### config.mk
export PLATFORM = sky130hd
export DESIGN_NAME = loop_count_ctrl
export DESIGN_NICKNAME = d
export VERILOG_FILES = /design/src/rtl/loop_pkg.sv /design/src/rtl/loop_count_ctrl.sv
export SDC_FILE = /design/constraint.sdc
export NUM_CORES = 1
export LEC_CHECK = 0
export BUFFER_PORTS_ARGS = -buffer_cell sky130_fd_sc_hd__clkbuf_2
export CAP_MARGIN = 10
export CORE_MARGIN = 2
export CORE_UTILIZATION = 52
export CTS_BUF_LIST = sky130_fd_sc_hd__clkbuf_2
export DETAILED_ROUTE_END_ITERATION = 8
export PLACE_DENSITY = 0.78
export SETUP_SLACK_MARGIN = 0.15
export SLEW_MARGIN = 15
export SYNTH_ARGS = -nofsm -noshare
export SYNTH_HDL_FRONTEND = slang
export SYNTH_SLANG_ARGS = --single-unit
export TNS_END_PERCENT = 30
### constraint.sdc
create_clock -name clk -period 1.8 [get_ports clk]
set_input_delay 0.36 -clock clk [delete_from_list [all_inputs] [get_ports clk]]
set_output_delay 0.36 -clock clk [all_outputs]
set_load 0.01 [all_outputs]
### src/rtl/loop_pkg.sv
// Shared definitions for the bounded loop controller: FSM state encoding
// and the default counter width.
package loop_pkg;

    localparam int LOOP_CNT_W_DEF = 4;

    typedef enum logic [1:0] {
        LOOP_IDLE = 2'd0,
        LOOP_RUN  = 2'd1,
        LOOP_DONE = 2'd2
    } loop_state_e;

endpackage

### src/rtl/loop_count_ctrl.sv
// Bounded loop controller: streams counts 1..limit over valid/ready, then pulses done.
// Optional early termination via the abort port when LOOP_CNT_ABORT_EN is defined.
module loop_count_ctrl
    import loop_pkg::*;
#(
    parameter int CNT_W = LOOP_CNT_W_DEF
) (
    input  logic             clk,
    input  logic             rst_n,
    input  logic             start,
    input  logic [CNT_W-1:0] limit,
`ifdef LOOP_CNT_ABORT_EN
    input  logic             abort,
`endif
    output logic             busy,
    output logic             out_valid,
    input  logic             out_ready,
    output logic [CNT_W-1:0] out_count,
    output logic             done,
    output logic [CNT_W-1:0] final_count
);

    loop_state_e      r_state;
    logic [CNT_W-1:0] r_cnt;
    logic [CNT_W-1:0] r_limit;
    logic             r_busy;
    logic             r_valid;
    logic [CNT_W-1:0] r_out_count;
    logic             r_done;
    logic [CNT_W-1:0] r_final;

    logic             w_abort;
    logic             w_xfer;
    logic [CNT_W-1:0] w_next;

`ifdef LOOP_CNT_ABORT_EN
    assign w_abort = abort;
`else
    assign w_abort = 1'b0;
`endif

    assign w_xfer = r_valid & out_ready;
    assign w_next = r_cnt + 1'b1;

    always_ff @(posedge clk or negedge rst_n) begin
        if (!rst_n) begin
            r_state     <= LOOP_IDLE;
            r_cnt       <= '0;
            r_limit     <= '0;
            r_busy      <= 1'b0;
            r_valid     <= 1'b0;
            r_out_count <= '0;
            r_done      <= 1'b0;
            r_final     <= '0;
        end else begin
            r_done <= 1'b0;
            case (r_state)
                LOOP_IDLE: begin
                    if (start) begin
                        r_limit <= limit;
                        r_cnt   <= '0;
                        r_busy  <= 1'b1;
                        if (limit == '0) begin
                            r_state <= LOOP_DONE;
                            r_done  <= 1'b1;
                            r_final <= '0;
                        end else begin
                            r_state     <= LOOP_RUN;
                            r_valid     <= 1'b1;
                            r_out_count <= {{(CNT_W-1){1'b0}}, 1'b1};
                        end
                    end
                end
                LOOP_RUN: begin
                    // A transfer coinciding with abort is counted before terminating.
                    if (w_xfer) begin
                        r_cnt <= w_next;
                        if ((w_next == r_limit) || w_abort) begin
                            r_state <= LOOP_DONE;
                            r_valid <= 1'b0;
                            r_done  <= 1'b1;
                            r_final <= w_next;
                        end else begin
                            r_out_count <= w_next + 1'b1;
                        end
                    end else if (w_abort) begin
                        r_state <= LOOP_DONE;
                        r_valid <= 1'b0;
                        r_done  <= 1'b1;
                        r_final <= r_cnt;
                    end
                end
                LOOP_DONE: begin
                    r_state <= LOOP_IDLE;
                    r_busy  <= 1'b0;
                end
                default: begin
                    r_state <= LOOP_IDLE;
                    r_busy  <= 1'b0;
                    r_valid <= 1'b0;
                end
            endcase
        end
    end

    assign busy        = r_busy;
    assign out_valid   = r_valid;
    assign out_count   = r_out_count;
    assign done        = r_done;
    assign final_count = r_final;

endmodule

# --- Yosys cells after proc, flatten, opt, wreduce, memory -nomap -nowiden ---
# Cells that the tools add are included.
totals:
  input_bits: 8
  out_inout_bits: 11
  elab_cells: 62
  reg_bits: 21
classes:
  eq_ne: 9
  bitwise_logic: 3
  n_addsub: 2
  n_mux: 30
  reduce_logical: 10
op_table:
  columns: ["op", "count"]
  rows:
  - ["2-to-1 mux 4 bit", 10]
  - ["case mux 4 bit (2 select lines)", 3]
  - ["AND reduction 5 bit", 3]
  - ["!= test 2 bit (second input constant)", 6]
  - ["2-to-1 mux 1 bit", 9]
  - ["adder 4 x 1 -> 4 bit (second input constant)", 2]
  - ["2-to-1 mux 2 bit", 4]
  - ["AND reduction 3 bit", 2]
  - ["== test 4 bit", 1]
  - ["zero test 4 bit", 1]
  - ["case mux 1 bit (2 select lines)", 2]
  - ["case mux 2 bit (2 select lines)", 1]
  - ["AND reduction 2 bit", 2]
  - ["case mux 1 bit (3 select lines)", 1]
  - ["== test 2 x 1 -> 1 bit (second input constant)", 1]
  - ["== test 2 bit (second input constant)", 1]
  - ["zero test 2 bit", 1]
  - ["NOT 1 bit", 2]
  - ["nonzero test 2 bit", 1]
  - ["bitwise AND 1 bit", 1]

# --- Longest topological paths before layout ---
logic_depth:
  word_depth: 5
  depth_mapped: 6
  ltp_nobuf: 5

# --- Least setup slack after synthesis ---
# Ideal clock, no wire load.
synth_timing:
  path_kind: "reg2reg"
  from: "register r_cnt[1]"
  to: "register r_out_count[0] (netlist: out_count[0])"
  setup_slack_ns: -0.036
  arrival_ns: 1.710
  t_required_ns: 1.674
  n_path_buf: 1
  setup_ns: 0.126
  stages_incl_launch_ff: 7
  synth_period_minus_slack_ns: 1.836
  path_cell_list: "dfrtp_1 > ha_1 > xnor3_1 > and3_1 > buf_6 > and2_4 > o311a_1"
synth_between:
  elab_chain_len: 4
synth_rtl:
  columns: ["item", "line_no", "rtl"]
  rows:
  - ["start, declared", "loop_count_ctrl.sv:24", "logic [CNT_W-1:0] r_cnt;"]
  - ["start signal, assigned", "loop_count_ctrl.sv:77", "r_cnt <= w_next;"]
  - ["adder 4 x 1 -> 4 bit", "loop_count_ctrl.sv:43", "assign w_next = r_cnt + 1'b1;"]
  - ["== test 4 bit", "loop_count_ctrl.sv:78", "if ((w_next == r_limit) || w_abort) begin"]
  - ["!= test 2 bit (no line)", null, null]
  - ["AND reduction 5 bit (no line)", null, null]
  - ["end signal, assigned", "loop_count_ctrl.sv:70", "r_out_count <= {{(CNT_W-1){1'b0}}, 1'b1};"]
  - ["end signal, assigned", "loop_count_ctrl.sv:84", "r_out_count <= w_next + 1'b1;"]
  - ["end, declared", "loop_count_ctrl.sv:28", "logic [CNT_W-1:0] r_out_count;"]
# No other way between the ends.
# A chain may end at the register's enable or synchronous reset.

# --- Final worst setup path ---
# Same ends and word-level chain as after synthesis.

==> summary.txt <==
Setup path
  – Critical path type: register to register
  – Delay-heaviest family, CP: flip-flops
  – Max incr delay on CP: 0.48 ns
  – Worst Path Arrival: 1.86 ns
  – Crit. End Element: register
  – Startpoint types: register
  – Critical Path, Cell by Cell: ha_4, xnor2_2, and3_4, and2_4, o311a_1
  – CP max FO: 5
  – Required @ worst endpoint: 2.04 ns
  – Buffer and inverter count on the worst path: 0
  – Slowest cell on crit path: dfrtp_2

STA
  – Worst slew margin: 65.35%
  – RSZ-0062 raised after global routing: yes
  – Max Clk Rate: 619.6 MHz
  – Slew Viols, Final: 0
  – Final Cycle Share: 89.66%
  – Fin crit period: 1.614 ns
  – Worst Tran Pin Value: 0.5198 ns
  – Worst Hold Slack: 0.2633 ns
  – Setup TNS: 0 ns
  – Final setup violating endpoints: 0
  – Final count of hold timing violations: 0
  – Fin Clk Skew: 0.007077 ns

CTS
  – H-tree levels: 1
  – Total CTS buffers: 3
  – Root Buffer: clkbuf_2
  – Clock-pin slew on the worst setup and hold paths: 0.20 ns
  – Clock latency on the worst-skew pair: 0.34 ns
  – CTS max path bufs: 2
  – Clock sink count: 21
  – CTS tree: built

Routing
  – Vias: 940
  – DR vias/cell: 5.839
  – Wirelength per Cell: 15.09 µm
  – Total Routed Length: 2.430 mm
  – ANT nets after route: 0
  – TritonRoute pass-1 iters: 4
  – DR iter-0 viols: 29
  – Residual DRC count: 0

Die
  – Die height: 50.87 µm
  – Rows: 16
  – Top Ports: 19
  – Die width: 50.87 µm
  – Die ar.: 2588 µm²
  – Initial Utilization: 56.50%
  – Core Area: 2022 µm²

Yosys
  – Post-synth EDFFs: 0
  – Post-Syn Nets: 115
  – Ys flop type: dfrtp_1
  – Share of the synthesized area in the top cell type: 46.00%
  – Yosys top cell by area: dfrtp_1
  – Synth unique cells: 39
  – Post-synthesis sequential area ratio: 46.00%
  – Top cells by area, synth: dfrtp_1 46%, nand2_1 5.3%, mux2_2 4.9%, mux2i_1 3.5%, a22o_1 3.1%
  – Mean post-synth cell area: 10.88 µm²
  – Number of synthesized register bits: 21
  – Synth Instances: 105
  – Asr flop ratio synth: 100.0%
  – Syn. warnings: 0
  – Mapped Area: 1142 µm²

Global routing
  – All-layer global routing usage: 21.10%
  – Grt ovf: 0
  – Largest net degree at the start of global routing: 22
  – Antenna violations before repair: 0
  – First-pass GRT wire length: 4.064 mm
  – Vias in the first global route: 916

Power
  – PD cells: 1893 nW/µm²
  – Maximum VDD drop: 1176 µV
  – Static Leak: 0.6969 nW

Place
  – DP HPWL: 1.762 mm
  – Routability Congestion: 0.8441
  – Placed Cells: 152
  – Port-buffer cells: 18

Outcome
  – Outcome: finished, final reports clean

Finish
  – # diodes: 0
  – Multi-input gate area: 609.3 µm²
  – Area Growth Syn to Fin: 21.91%
  – Layout cell share with drive strength beyond 1: 38.81%
  – Non-Filler Instances: 161
  – Nets: 145
  – Register area: 528.0 µm²
  – Filler cell count: 159

Job
  – Total of max-cap violations: 0

Worst hold path
  – Tightest Hold Check Type: input pin to register
cell type report:
class / instances / share of cell area [%]
clock inverters: 1 / 0.3594
well taps: 27 / 2.426
inverters: 4 / 1.078
multi-input cells: 75 / 43.76
repair buffers: 30 / 13.39
flip-flops and latches: 21 / 37.92
clock buffers: 3 / 1.078
timing repair:
item,in CTS,in global routing
setup buffers,3,1
pin swaps,1,4
setup endpoints to repair,2,12
hold endpoints to repair,21,0
resized for setup,2,7
hold buffers,1,0
path summary, 6_finish.rpt:
| path | from | end | slack (ns) | depth (start not counted) |
|---|---|---|---|---|
| min in group asynchronous | rst_n | r_cnt[0]$_DFFE_PN0P_ | 0.49 | 2 |
| min reg2reg | busy$_DFFE_PN0P_ | busy$_DFFE_PN0P_ | 0.53 | 1 |
| max reg2reg | r_cnt[1]$_DFFE_PN0P_ | out_count[0]$_DFFE_PN0P_ | 0.19 | 5 |
| max in group asynchronous | rst_n | r_cnt[2]$_DFFE_PN0P_ | 0.93 | 2 |
| min | limit[2] | r_limit[2]$_DFFE_PN0P_ | 0.26 | 2 |
| max | r_cnt[1]$_DFFE_PN0P_ | out_count[0]$_DFFE_PN0P_ | 0.19 | 5 |
registers in the layout, indices dropped and copies added (netlist names):
signal       count
final_count      4
out_count        4
r_cnt            4
r_limit          4
r_state          2
busy             1
done             1
out_valid        1
layout by cell type (no fill, tap or decap), drive strengths merged, types with 2 or more instances in the layout:
master / n
a21oi: 4
a22o: 4
a31o: 2
and2: 2
and3: 2
buf: 11
clkbuf: 21
dfrtp: 21
ha: 2
inv: 4
mux2: 5
mux2i: 4
nand2: 16
nand3: 2
nand4: 2
nor4: 2
o211ai: 2
o21ai: 2
xnor2: 4
xor2: 4
routing by layer:
metal / up-vias / wire (µm) / GRT usage, %
met2: 40 / 1093 / 32.46
met4: 0 / 71 / 11.26
met3: 7 / 142 / 3.801
met1: 454 / 1124 / 28.49
met5: - / 0 / 0
li1: 439 / - / -
Yosys cell counts, drive strengths merged (2+ instances only):
library cell,count
dfrtp,21
nand2,16
mux2,5
a21oi,4
a22o,4
buf,4
inv,4
mux2i,4
xnor2,4
xor2,4
a31o,2
and2,2
and3,2
ha,2
nand3,2
nand4,2
nor4,2
o211ai,2
o21ai,2
report_power, final:
group          leakage, nW  internal (W)  total, W  switching [W]
Combinational        0.422      0.000848   0.00157       0.000726
Clock               0.0164     0.0000503  0.000199       0.000149
Sequential           0.258      0.000676  0.000864       0.000188
kinds of logic after synthesis:
family	synth area share [%]
compound gates	14.68
xor+xnor	8.104
fa+ha+maj	2.190
buf+inv	4.490
flops	46.00
mux	8.434
simple gates	16.10
metrics by stage:
step / setup slack, ns / cell area [µm²] / utilization [%] / total power (W)
floorplan: 0.1583 / 1155 / - / 0.001816
global placement: 0.1181 / 1295 / 64.05 / 0.002128
CTS: 0.1575 / 1353 / 66.89 / 0.002462
detailed placement: 0.06371 / 1295 / 64.05 / 0.002179
finish: 0.1862 / 1393 / 68.87 / 0.002636
global route: 0.1205 / 1393 / 68.87 / 0.002799
Power figures use the tool's default switching activity.
